===== src/rtl/apb_ic_pkg.sv =====
// Shared types, default widths and address decode for the APB round-robin interconnect.
package apb_ic_pkg;

  typedef enum logic [1:0] {IDLE, SETUP, ACCESS} state_t;

  localparam int unsigned NM_DEF    = 4;
  localparam int unsigned SW        = $clog2(NM_DEF);
  localparam int unsigned DEC_W_DEF = 4;
  localparam int unsigned DEC_MAX_W = 8;

  typedef struct packed {
    logic [DEC_MAX_W-1:0] idx;
    logic                 err;
  } dec_t;

  // Completer index taken from the top address bits; err flags an index with no completer behind it.
  function automatic dec_t decode(input logic [DEC_MAX_W-1:0] field, input int unsigned ns);
    dec_t d;
    d.idx = field;
    d.err = (32'(field) >= ns);
    return d;
  endfunction

endpackage


===== src/rtl/apb_rr_interconnect_if.sv =====
// Requester-side and completer-side APB bundles of the interconnect.
interface apb_rr_interconnect_if #(
  parameter int unsigned NM = 4,
  parameter int unsigned NS = 4,
  parameter int unsigned AW = 32,
  parameter int unsigned DW = 32
);
  localparam int unsigned SBW = DW / 8;

  logic [NM-1:0]                PSEL;
  logic [NM-1:0]                PENABLE;
  logic [NM-1:0]                PWRITE;
  logic [NM-1:0][AW-1:0]        PADDR;
  logic [NM-1:0][DW-1:0]        PWDATA;
  logic [NM-1:0][SBW-1:0]       PSTRB;
  logic [NM-1:0]                PREADY;
  logic [NM-1:0][DW-1:0]        PRDATA;
  logic [NM-1:0]                PSLVERR;
  logic [NM-1:0]                PGRANT;

  logic [NS-1:0]                PSEL_S;
  logic [NS-1:0]                PENABLE_S;
  logic [NS-1:0]                PWRITE_S;
  logic [NS-1:0][AW-1:0]        PADDR_S;
  logic [NS-1:0][DW-1:0]        PWDATA_S;
  logic [NS-1:0][SBW-1:0]       PSTRB_S;
  logic [NS-1:0][DW-1:0]        PRDATA_S;
  logic [NS-1:0]                PREADY_S;
  logic [NS-1:0]                PSLVERR_S;

  // master: the requesters and completers around the interconnect; slave: the interconnect itself
  modport master (
    output PSEL, PENABLE, PWRITE, PADDR, PWDATA, PSTRB,
    input  PREADY, PRDATA, PSLVERR, PGRANT,
    input  PSEL_S, PENABLE_S, PWRITE_S, PADDR_S, PWDATA_S, PSTRB_S,
    output PRDATA_S, PREADY_S, PSLVERR_S
  );

  modport slave (
    input  PSEL, PENABLE, PWRITE, PADDR, PWDATA, PSTRB,
    output PREADY, PRDATA, PSLVERR, PGRANT,
    output PSEL_S, PENABLE_S, PWRITE_S, PADDR_S, PWDATA_S, PSTRB_S,
    input  PRDATA_S, PREADY_S, PSLVERR_S
  );
endinterface


===== src/rtl/apb_rr_arbiter.sv =====
// Round-robin pick of the first requester at or after the pointer.
module apb_rr_arbiter #(
  parameter  int unsigned NM = 4,
  localparam int unsigned IW = (NM > 1) ? $clog2(NM) : 1
) (
  input  logic [NM-1:0] req,
  input  logic [IW-1:0] ptr,
  input  logic          en,
  output logic [NM-1:0] grant,
  output logic [IW-1:0] idx,
  output logic          valid
);

  always_comb begin
    int unsigned j;
    j     = 0;
    grant = '0;
    idx   = '0;
    valid = 1'b0;
    for (int unsigned i = 0; i < NM; i++) begin
      j = (32'(ptr) + i) % NM;
      if (en && !valid && req[j]) begin
        valid    = 1'b1;
        grant[j] = 1'b1;
        idx      = IW'(j);
      end
    end
  end

endmodule


===== src/rtl/apb_rr_interconnect.sv =====
// NM-requester to NS-completer APB interconnect with round-robin grant, decode error and timeout.
module apb_rr_interconnect
  import apb_ic_pkg::*;
#(
  parameter int unsigned NM      = 4,
  parameter int unsigned NS      = 4,
  parameter int unsigned AW      = 32,
  parameter int unsigned DW      = 32,
  parameter int unsigned DEC_W   = DEC_W_DEF,
  parameter int unsigned TIMEOUT = 16
) (
  input  logic PCLK,
  input  logic PRST,
  apb_rr_interconnect_if.slave bus
);

  localparam int unsigned GW  = (NM > 1) ? $clog2(NM) : 1;
  localparam int unsigned SSW = (NS > 1) ? $clog2(NS) : 1;
  localparam int unsigned CW  = $clog2(TIMEOUT + 1);

  state_t          state;
  logic [NM-1:0]   grant_q;
  logic [GW-1:0]   g_q;
  logic [GW-1:0]   ptr_q;
  logic [DEC_W-1:0] s_q;
  logic            err_q;
  logic [CW-1:0]   cnt_q;

  logic [NM-1:0]   arb_grant;
  logic [GW-1:0]   arb_idx;
  logic            arb_valid;
  dec_t            dec_c;
  logic [SSW-1:0]  s_sel;
  logic            ready_s;
  logic            tmo;
  logic            done;
  logic            unused_bits;

  apb_rr_arbiter #(.NM(NM)) u_arb (
    .req   (bus.PSEL),
    .ptr   (ptr_q),
    .en    (state == IDLE),
    .grant (arb_grant),
    .idx   (arb_idx),
    .valid (arb_valid)
  );

  assign dec_c       = decode(DEC_MAX_W'(bus.PADDR[arb_idx][AW-1 -: DEC_W]), NS);
  assign s_sel       = SSW'(s_q);
  assign ready_s     = !err_q && bus.PREADY_S[s_sel];
  assign tmo         = (cnt_q == CW'(TIMEOUT - 1));
  assign done        = (state == ACCESS) && (err_q || ready_s || tmo);
  assign bus.PGRANT  = grant_q;
  // PENABLE is not needed: sequencing towards completers is generated here
  assign unused_bits = ^{bus.PENABLE, dec_c.idx};

  // Arbitration, transfer sequencing and wait-state timeout
  always_ff @(posedge PCLK) begin
    if (PRST) begin
      state   <= IDLE;
      grant_q <= '0;
      g_q     <= '0;
      ptr_q   <= '0;
      s_q     <= '0;
      err_q   <= 1'b0;
      cnt_q   <= '0;
    end else begin
      case (state)
        IDLE: begin
          if (arb_valid) begin
            grant_q <= arb_grant;
            g_q     <= arb_idx;
            s_q     <= dec_c.idx[DEC_W-1:0];
            err_q   <= dec_c.err;
            state   <= SETUP;
          end
        end
        SETUP: state <= ACCESS;
        ACCESS: begin
          if (done) begin
            state   <= IDLE;
            grant_q <= '0;
            cnt_q   <= '0;
            ptr_q   <= (g_q == GW'(NM - 1)) ? '0 : g_q + GW'(1);
          end else begin
            cnt_q <= cnt_q + CW'(1);
          end
        end
        default: state <= IDLE;
      endcase
    end
  end

  // Completer select/forwarding and the response path back to the granted requester
  always_comb begin
    bus.PSEL_S    = '0;
    bus.PENABLE_S = '0;
    bus.PWRITE_S  = '0;
    bus.PADDR_S   = '0;
    bus.PWDATA_S  = '0;
    bus.PSTRB_S   = '0;
    bus.PREADY    = '0;
    bus.PSLVERR   = '0;
    bus.PRDATA    = '0;
    if (state != IDLE) begin
      if (!err_q) begin
        bus.PSEL_S[s_sel]    = 1'b1;
        bus.PENABLE_S[s_sel] = (state == ACCESS);
      end
      for (int unsigned k = 0; k < NS; k++) begin
        bus.PWRITE_S[k] = bus.PWRITE[g_q];
        bus.PADDR_S[k]  = bus.PADDR[g_q];
        bus.PWDATA_S[k] = bus.PWDATA[g_q];
        bus.PSTRB_S[k]  = bus.PSTRB[g_q];
      end
    end
    if (done) begin
      bus.PREADY[g_q]  = 1'b1;
      bus.PSLVERR[g_q] = !ready_s || bus.PSLVERR_S[s_sel];
      if (ready_s && !bus.PWRITE[g_q]) begin
        bus.PRDATA[g_q] = bus.PRDATA_S[s_sel];
      end
    end
  end

endmodule


===== src/flat_wrapper.sv =====
// flat-port wrapper written by rule: the top's interface ports become plain ports
module apb_rr_interconnect_flat import apb_ic_pkg::*;
#(
  parameter int unsigned NM      = 4,
  parameter int unsigned NS      = 4,
  parameter int unsigned AW      = 32,
  parameter int unsigned DW      = 32,
  parameter int unsigned DEC_W   = DEC_W_DEF,
  parameter int unsigned TIMEOUT = 16
)
  (PCLK, PRST, bus_PSEL, bus_PENABLE, bus_PWRITE, bus_PADDR, bus_PWDATA, bus_PSTRB, bus_PREADY, bus_PRDATA, bus_PSLVERR, bus_PGRANT, bus_PSEL_S, bus_PENABLE_S, bus_PWRITE_S, bus_PADDR_S, bus_PWDATA_S, bus_PSTRB_S, bus_PRDATA_S, bus_PREADY_S, bus_PSLVERR_S);
  apb_rr_interconnect_if #(.NM(NM), .NS(NS), .AW(AW), .DW(DW)) bus_i ();
  input  logic PCLK;
  input  logic PRST;
  input wire logic [$bits(bus_i.PSEL)-1:0] bus_PSEL;
  input wire logic [$bits(bus_i.PENABLE)-1:0] bus_PENABLE;
  input wire logic [$bits(bus_i.PWRITE)-1:0] bus_PWRITE;
  input wire logic [$bits(bus_i.PADDR)-1:0] bus_PADDR;
  input wire logic [$bits(bus_i.PWDATA)-1:0] bus_PWDATA;
  input wire logic [$bits(bus_i.PSTRB)-1:0] bus_PSTRB;
  output wire logic [$bits(bus_i.PREADY)-1:0] bus_PREADY;
  output wire logic [$bits(bus_i.PRDATA)-1:0] bus_PRDATA;
  output wire logic [$bits(bus_i.PSLVERR)-1:0] bus_PSLVERR;
  output wire logic [$bits(bus_i.PGRANT)-1:0] bus_PGRANT;
  output wire logic [$bits(bus_i.PSEL_S)-1:0] bus_PSEL_S;
  output wire logic [$bits(bus_i.PENABLE_S)-1:0] bus_PENABLE_S;
  output wire logic [$bits(bus_i.PWRITE_S)-1:0] bus_PWRITE_S;
  output wire logic [$bits(bus_i.PADDR_S)-1:0] bus_PADDR_S;
  output wire logic [$bits(bus_i.PWDATA_S)-1:0] bus_PWDATA_S;
  output wire logic [$bits(bus_i.PSTRB_S)-1:0] bus_PSTRB_S;
  input wire logic [$bits(bus_i.PRDATA_S)-1:0] bus_PRDATA_S;
  input wire logic [$bits(bus_i.PREADY_S)-1:0] bus_PREADY_S;
  input wire logic [$bits(bus_i.PSLVERR_S)-1:0] bus_PSLVERR_S;
  assign bus_i.PSEL = bus_PSEL;
  assign bus_i.PENABLE = bus_PENABLE;
  assign bus_i.PWRITE = bus_PWRITE;
  assign bus_i.PADDR = bus_PADDR;
  assign bus_i.PWDATA = bus_PWDATA;
  assign bus_i.PSTRB = bus_PSTRB;
  assign bus_PREADY = bus_i.PREADY;
  assign bus_PRDATA = bus_i.PRDATA;
  assign bus_PSLVERR = bus_i.PSLVERR;
  assign bus_PGRANT = bus_i.PGRANT;
  assign bus_PSEL_S = bus_i.PSEL_S;
  assign bus_PENABLE_S = bus_i.PENABLE_S;
  assign bus_PWRITE_S = bus_i.PWRITE_S;
  assign bus_PADDR_S = bus_i.PADDR_S;
  assign bus_PWDATA_S = bus_i.PWDATA_S;
  assign bus_PSTRB_S = bus_i.PSTRB_S;
  assign bus_i.PRDATA_S = bus_PRDATA_S;
  assign bus_i.PREADY_S = bus_PREADY_S;
  assign bus_i.PSLVERR_S = bus_PSLVERR_S;
  apb_rr_interconnect #(.NM(NM), .NS(NS), .AW(AW), .DW(DW), .DEC_W(DEC_W), .TIMEOUT(TIMEOUT)) u_core (.PCLK(PCLK), .PRST(PRST), .bus(bus_i));
endmodule

===== config.mk =====
export PLATFORM = sky130hd
export DESIGN_NAME = apb_rr_interconnect_flat
export DESIGN_NICKNAME = d
export VERILOG_FILES = /design/src/rtl/apb_ic_pkg.sv /design/src/rtl/apb_rr_interconnect_if.sv /design/src/rtl/apb_rr_arbiter.sv /design/src/rtl/apb_rr_interconnect.sv /design/src/flat_wrapper.sv
export SDC_FILE = /design/constraint.sdc
export NUM_CORES = 1
export LEC_CHECK = 0
export ABC_CLOCK_PERIOD_IN_PS = 9000
export BUFFER_PORTS_ARGS = -buffer_cell sky130_fd_sc_hd__buf_2
export CORE_AREA = 5 5 326 328
export CTS_CLUSTER_DIAMETER = 60
export CTS_CLUSTER_SIZE = 12
export DETAILED_ROUTE_END_ITERATION = 10
export DIE_AREA = 0 0 331 333
export GPL_ROUTABILITY_DRIVEN = 0
export GPL_TIMING_DRIVEN = 1
export PLACE_DENSITY_LB_ADDON = 0.2
export SYNTH_ARGS = -nofsm -noshare
export SYNTH_HDL_FRONTEND = slang
export SYNTH_SLANG_ARGS = --single-unit

===== constraint.sdc =====
create_clock -name PCLK -period 9 [get_ports PCLK]
set_input_delay 0.45 -clock PCLK [delete_from_list [all_inputs] [get_ports PCLK]]
set_output_delay 0.45 -clock PCLK [all_outputs]
set_load 0.02 [all_outputs]

==> run metrics <==
kind of end point of the critical path=register; fin crit share=41.22%; Die Width=331 microns; Leak=5.355 nW; WS Path Type=register to register; Skew-Pair Late Insertion Delay=0.25 ns; vias=between 8,000 and 9,000; Switching Power=970.4 uW; initial antenna violation count=13; largest net degree at the start of global routing=59; Layout Nets=~1,800; Sink Count=18; Flop pwr share=about 7.5%; status=finished, final reports clean; Max-cap violations=0; Iter 0 DRT Violations=270; fmax=between 0.2 and 0.3 GHz; share of layout cells above drive strength 1=a little under three quarters; Clock Pin Slew Worst Setup and Hold Paths=0.06 ns; CTS tree=built; Congestion Overflow GR=0; Final Max Slew Viols=0; Top FF cell, synth=dfxtp_1; syn_area_per_cell=8.604 sq um; hold_buf cts=0; EDFF count, synth=0; clock power share=5.6%; setup bufs post-CTS=0; core area=102,900 sq um; Post-DRT Antenna Nets=0; H-tree depth=1; CP arrival=approximately 3.9 ns; Synth area leader=mux4_2; hold violation count in the final report=0; I/O pins=roughly 850; Vias/cell=2.927; Setup violations, final=0; CTS-repair resized insts=0; area delta synth->final=65.80%; PortBufs=841; Yosys cell types=44; Die ar.=~110,000 sq um; drt pass-1 iters=4; Starting Density=6.438%; Final min period=roughly 3.7 ns; Post-Syn Area=approximately 6600 sq um; yosys synthesis warning count=0; setup_tns=0 ns; Net Count, Synth=approximately 1,200; # DRC=0; ys async rst share=0%; Synth top area share=35.35%; register area share after synthesis=5.439%; Setup crit start kind=register; CTS Buf Count=3; pwr dens=148.7 nW/um^2; DP HPWL=~44,000 microns; Final Skew=0.001871 ns; Int Pwr=around 660 uW; post-synthesis cell count=just under 800; die height=between 300 and 400 microns; Sw Ratio=just under 60%; most common cell in the netlist=buf_4; vias in the first global route=between 8,000 and 9,000; CP required=roughly 9 ns; Max Root-Sink Buffers=2; Gate power share=between 80% and 90%; synth top area cells=mux4_2 (35%), buf_4 (24%), nor2_1 (8.7%); Tot Pwr=around 1.6 mW; synth cell count leaders=buf_4 (208), nor2_1 (153), mux4_2 (104); RSZ-0062 raised after global routing=false; Rows=118; worst vdd ir=slightly above 80 uV; gr usage total=under 10%; sequential cell area=370.4 sq um; CTS Root Cell=clkbuf_16; drt wl/cell=around 18 microns; global-route wire length before repair=~65,000 microns; post-route cell area=~11,000 sq um; Max-slew headroom=between 50% and 60%; Placed Area=about 11,000 sq um; Fill cells=~12,000; Slew @ Worst Pin=about 0.72 ns; WL final=49,200 microns; multi-input logic area=4454 sq um; worst min path class=register to register; Max FO, Critical Path=14; Yosys reg bits=18
## sequential cells by signal, summed over array words and instances (netlist names)
register	flops
u_core.err_q	1
u_core.bus.PGRANT	4
u_core.g_q	2
u_core.state	2
u_core.ptr_q	2
u_core.s_q	2
u_core.cnt_q	5
## worst max-delay path, stage by stage (launching register included)
cell and delay (ns):
dfxtp_1 0.71, inv_1 0.21, ha_1 0.46, mux4_2 0.64
and3_1 0.22, a211oi_4 0.60, or3_1 0.31, a22oi_1 0.11
a2111oi_2 0.32
## layout make-up
class	count	area share, %
clock buffer	3	0.6834
multi-input combinational	479	40.55
antenna	4	0.09113
clock inverter	1	0.03417
sequential	18	3.372
timing repair buffer	853	39.14
inverter	12	0.4101
tap	1380	15.72
## power groups by stage
stage | sequential, mW | clock, mW | combinational, mW
2_1_floorplan | 0.101 | 0 | 1.15
3_3_place_gp | 0.128 | 0 | 1.45
3_5_place_dp | 0.127 | 0 | 1.44
4_1_cts | 0.126 | 0.0955 | 1.45
5_1_grt | 0.129 | 0.0997 | 1.52
6_report | 0.122 | 0.0917 | 1.42
## cells by family (layout without fill, tap and decap cells)
group	count (synthesis)	count (layout)	synth area share, %
and+or+nand+nor	311	311	21.40
AOI/OAI and AO/OA	32	32	4.929
xor gates and xnor gates	2	2	0.2644
DFF	18	18	5.439
buffers and inverters	273	869	27.40
muxes	120	120	37.92
other	0	4	0
adders and majority gates	14	14	2.644
## path summary, 6_finish.rpt
path                   startpoint         endpoint  slack, ns  depth (start not counted)
hold / removal    u_core.cnt_q[1]  u_core.cnt_q[1]       0.48                          2
hold reg to reg   u_core.cnt_q[1]  u_core.cnt_q[1]       0.48                          2
setup / recovery  u_core.ptr_q[1]     u_core.err_q       5.29                          8
setup reg to reg  u_core.ptr_q[1]     u_core.err_q       5.29                          8
## metal layers
layer | vias to the layer above | track usage, % | routed length, microns
li1 | 3683 | - | -
met2 | 463 | 15.17 | 25250
met1 | 3853 | 9.297 | 18990
met5 | - | 0 | 42
met4 | 8 | 1.360 | 688
met3 | 41 | 1.995 | 4224
## placed cells by master, fill, tap and decap left out, types with 4 or more instances in the layout
| cell | count |
|---|---|
| a222oi_1 | 4 |
| nor2_1 | 152 |
| and2_1 | 70 |
| buf_2 | 841 |
| ha_1 | 14 |
| a22o_1 | 4 |
| nand2_1 | 57 |
| a21oi_1 | 5 |
| mux4_2 | 104 |
| inv_1 | 12 |
| mux2_2 | 4 |
| mux2i_1 | 11 |
| nand2b_1 | 4 |
| buf_4 | 12 |
| dfxtp_1 | 14 |
| diode_2 | 4 |
| nor3_1 | 8 |
## per-stage QoR
stage	utilization, %	std cells	hold slack (ns)	setup slack [ns]
3_3_place_gp	10.59	2742	0.4745	5.127
4_1_cts	10.66	2746	0.4812	5.204
5_1_grt	10.67	2749	0.5042	5.030
2_1_floorplan	-	770	0.4492	5.864
6_report	10.67	2750	0.4763	5.290
3_5_place_dp	10.59	2742	0.4691	5.239
(Power assumes the default switching activity.)
